### src/rtl/ones_pattern_gen.sv
// rtl/ones_pattern_gen.sv - serial generator of an N-bit word with K low-order ones
// Pattern source for the popcount datapath; uses the same start/done ASM style.
module ones_pattern_gen #(
    parameter int N  = 4,
    parameter int CW = 3
) (
    input  logic          clk,
    input  logic          rst,
    input  logic          s,
    input  logic [CW-1:0] Count,
    output logic [N-1:0]  A,
    output logic [CW-1:0] B,
    output logic          z,
    output logic          busy,
    output logic          done,
    output logic          err
);

    typedef enum logic [1:0] {
        IDLE,
        SHIFT,
        DONE
    } state_t;

    localparam logic [CW-1:0] NMAX = CW'(N);

    state_t state;

    always_ff @(posedge clk or posedge rst) begin
        if (rst) begin
            state <= IDLE;
            A     <= '0;
            B     <= '0;
            err   <= 1'b0;
            busy  <= 1'b0;
            done  <= 1'b0;
        end else begin
            case (state)
                IDLE: begin
                    if (s) begin
                        A <= '0;
                        if (Count <= NMAX) begin
                            B     <= Count;
                            err   <= 1'b0;
                            busy  <= 1'b1;
                            state <= SHIFT;
                        end else begin
                            // Out-of-range request: report at once, never shift
                            B     <= '0;
                            err   <= 1'b1;
                            done  <= 1'b1;
                            state <= DONE;
                        end
                    end
                end
                SHIFT: begin
                    if (B != '0) begin
                        A <= {A[N-2:0], 1'b1};
                        B <= B - CW'(1);
                    end else begin
                        busy  <= 1'b0;
                        done  <= 1'b1;
                        state <= DONE;
                    end
                end
                DONE: begin
                    // Held start does not retrigger; a low s is needed to rearm
                    if (!s) begin
                        done  <= 1'b0;
                        state <= IDLE;
                    end
                end
                default: begin
                    busy  <= 1'b0;
                    done  <= 1'b0;
                    state <= IDLE;
                end
            endcase
        end
    end

    assign z = (B == '0);

endmodule

### config.mk
export PLATFORM = sky130hd
export DESIGN_NAME = ones_pattern_gen
export DESIGN_NICKNAME = d
export VERILOG_FILES = /design/src/rtl/ones_pattern_gen.sv
export SDC_FILE = /design/constraint.sdc
export NUM_CORES = 1
export LEC_CHECK = 0
export BUFFER_PORTS_ARGS = -buffer_cell sky130_fd_sc_hd__buf_4
export CAP_MARGIN = 20
export CELL_PAD_IN_SITES_DETAIL_PLACEMENT = 0
export CELL_PAD_IN_SITES_GLOBAL_PLACEMENT = 1
export CORE_UTILIZATION = 40
export DETAILED_ROUTE_END_ITERATION = 16
export GPL_TIMING_DRIVEN = 0
export MAX_ROUTING_LAYER = met4
export PLACE_DENSITY_LB_ADDON = 0.1
export SYNTH_ARGS = -nofsm -noshare
export SYNTH_HDL_FRONTEND = slang
export SYNTH_SLANG_ARGS = --single-unit
### constraint.sdc
create_clock -name clk -period 4.7 [get_ports clk]
set_clock_uncertainty 0.15 [all_clocks]
set_input_delay 0.94 -clock clk [delete_from_list [all_inputs] [get_ports clk]]
set_output_delay 0.94 -clock clk [all_outputs]
set_load 0.01 [all_outputs]
==> impl_metrics.ini <==
[clock_network]
cts.hold.buffers_added = 0
cts_tree = built
clkTransAtPathRegs_ns = 0.08
numCtsBuffers = 3
clock-root-buffer = clkbuf_4
cts_htree_levels = 1
cts_max_path_buffers = 2
clkLatencyLatePin_ns = 0.27
postCtsSetupBuffers = 0
ctsResizeCount = 0
clock-sinks = 12

[routing]
first_pass_iters = 4
routedWlPerCell_um = 14.16
num_vias = 514
drc = 0
ant_nets = 0
drt_iter0_markers = 8
routed_wl_um = 1303
viasPerCell = 5.587

[setup_path]
cp.required_ns = 3.61
startpoint_type = register
cp.arrival_ns = 1.35
crit_fanout = 7
regToRegSetupSlack_ns = 2.97
r2r_start = B[0]
rr_endpoint = A[1]
critPathKind = register to output pin
crit_path_end_kind = output pin
setup.worst_path.start = B[0]
r2r_cells = 6

[timing]
whs_ns = 0.3581
layout_min_cycle_time_ns = 2.444
post-route-period-util_pct = 52.00
rsz0062_at_grt = no
setup_viol = 0
tns_ns = 0
setup_slack_ns = 2.256
worst_slew_pin_slew_ns = 0.4663
max_freq_mhz = 409.2
finalHoldViolations = 0
maxSlewHeadroom_pct = 68.88
drv_slew = 0

[yosys]
synth_area_per_cell_um2 = 11.11
synthTopCellsByCount = dfrtp_1 (12), inv_1 (5), nor2_1 (4)
syn_inst = 57
ys_top_cells_by_area = dfrtp_1 (47%), mux2i_1 (4.7%), a22o_1 (4.2%), ha_1 (4.0%), mux2_2 (3.6%)
async_flop_share_pct = 100.0
synth_edf_count = 0
synth_top_area_share_pct = 47.43
synth_area_um2 = 633.1
ys_ff_latch = 12
yosysMostFrequentCell = dfrtp_1
synth.distinct_cells = 25
synth_top_area_cell = dfrtp_1
yosys_warnings = 0
synth_nets = 65
synth-main-ff-cell = dfrtp_1
yosysSeqAreaShare_pct = 47.43

[job]
cap_violations = 0

[pwr]
internal_power_mw = 0.3371
max-vdd-ir-drop_uv = 283.3
combPwrFrac_pct = 53.6
power.share.sequential_pct = 31.2
p_sw_mw = 0.2055
p_total_mw = 0.5426
leakagePower_nw = 0.4029
pwr-share-clk_pct = 15.2
netSwitchingFraction_pct = 37.88
pwr_density_cell_nw_per_um2 = 671.3

[outcome]
status = finished clean

[global_routing]
grt_max_degree = 13
grt_pass1_wl_um = 2339
overflow = 0
antenna_found_initial = 0
grt.total_usage_pct = 18.46
first_global_vias = 499

[hold_path]
min_to = A[3]
min_from = A[3]
hold_path.class = register to register
min_path_cells = 1

[die]
dieArea_um2 = 1746
fp.dieW_um = 41.79
initial_core_util_pct = 45.79
chipHeight_um = 41.79
core_area_um2 = 1383
fp-row-count = 13
io-pin-count = 17

[cells_and_area]
diodes = 0
nets = 86
area_delta_synth_final_pct = 27.67
postLayoutCellArea_um2 = 808.3
fin_util_pct = 58.46
final_cells = 92
layout-drive-gt1-share_pct = 35.06

[place]
dpl_worst_slack_ns = 2.551
placed_cells = 88
io_buffers = 16
placed_area_um2 = 772.0
gp_congestion = 0.7926
dp_hpwl_um = 947.6
-- cells in the final DEF (no fill, tap or decap), drive strengths merged --
master,instances
o21a,1
a21oi,1
o21ai,3
and4bb,1
nor3b,1
nor2,4
a211o,1
o32ai,1
o2bb2ai,2
a22o,3
nand2b,3
a2111o,1
dfrtp,12
inv,5
a31oi,1
buf,19
nor2b,3
mux2i,3
o22ai,1
ha,2
clkbuf,4
o31ai,2
nand2,1
mux2,2
-- worst max-delay path by stage --
stage                     depth (start not counted)  slack, ns  to
after detailed placement                          5       2.55   z
final                                             5       2.26   z
after global routing                              5       2.12   z
after CTS                                         5       2.24   z
after floorplan                                   4       2.69   z
after global placement                            5       2.54   z
-- sequential cells by signal, summed over array words and instances, names as in the netlist --
register  count
A             4
B             3
busy          1
done          1
err           1
state         2
-- cell type report --
class | count | area (µm²)
Fill cell | 128 | 574.3
Timing Repair Buffer | 16 | 120.1
Multi-Input combinational cell | 37 | 290.3
Inverter | 5 | 18.77
Sequential cell | 12 | 300.3
Buffer | 3 | 23.77
Clock buffer | 4 | 36.28
Tap cell | 15 | 18.77
-- layer usage --
layer  track usage [%]  wire length, µm
met1             25.97              638
met2             26.25              607
met3             3.043               43
met4             7.742               14
met5                 -                0
-- logic make-up after synthesis --
logic type               Yosys count  share of synthesized area [%]
buffers and inverters              8                          6.719
flip-flops                        12                          47.43
AND/OR/NAND/NOR                   13                          12.05
adder cells (fa/ha/maj)            2                          3.952
AO/OA/AOI/OAI                     17                          21.54
multiplexers                       5                          8.300
-- power groups by stage --
stage                     Clock (mW)  Sequential [mW]  Combinational [mW]
after floorplan                    0            0.184               0.175
after global placement             0            0.171               0.289
after detailed placement           0            0.171               0.291
after CTS                     0.0862            0.170               0.293
after global routing          0.0909            0.175               0.321
final                         0.0823            0.169               0.291
-- worst max-delay path, stage by stage, from the launching register on --
cell and delay [ns]:
dfrtp_1 0.38, inv_1 0.11, ha_1 0.17, nor2b_1 0.16
buf_6 0.15, buf_4 0.12
(Power assumes the default switching activity.)
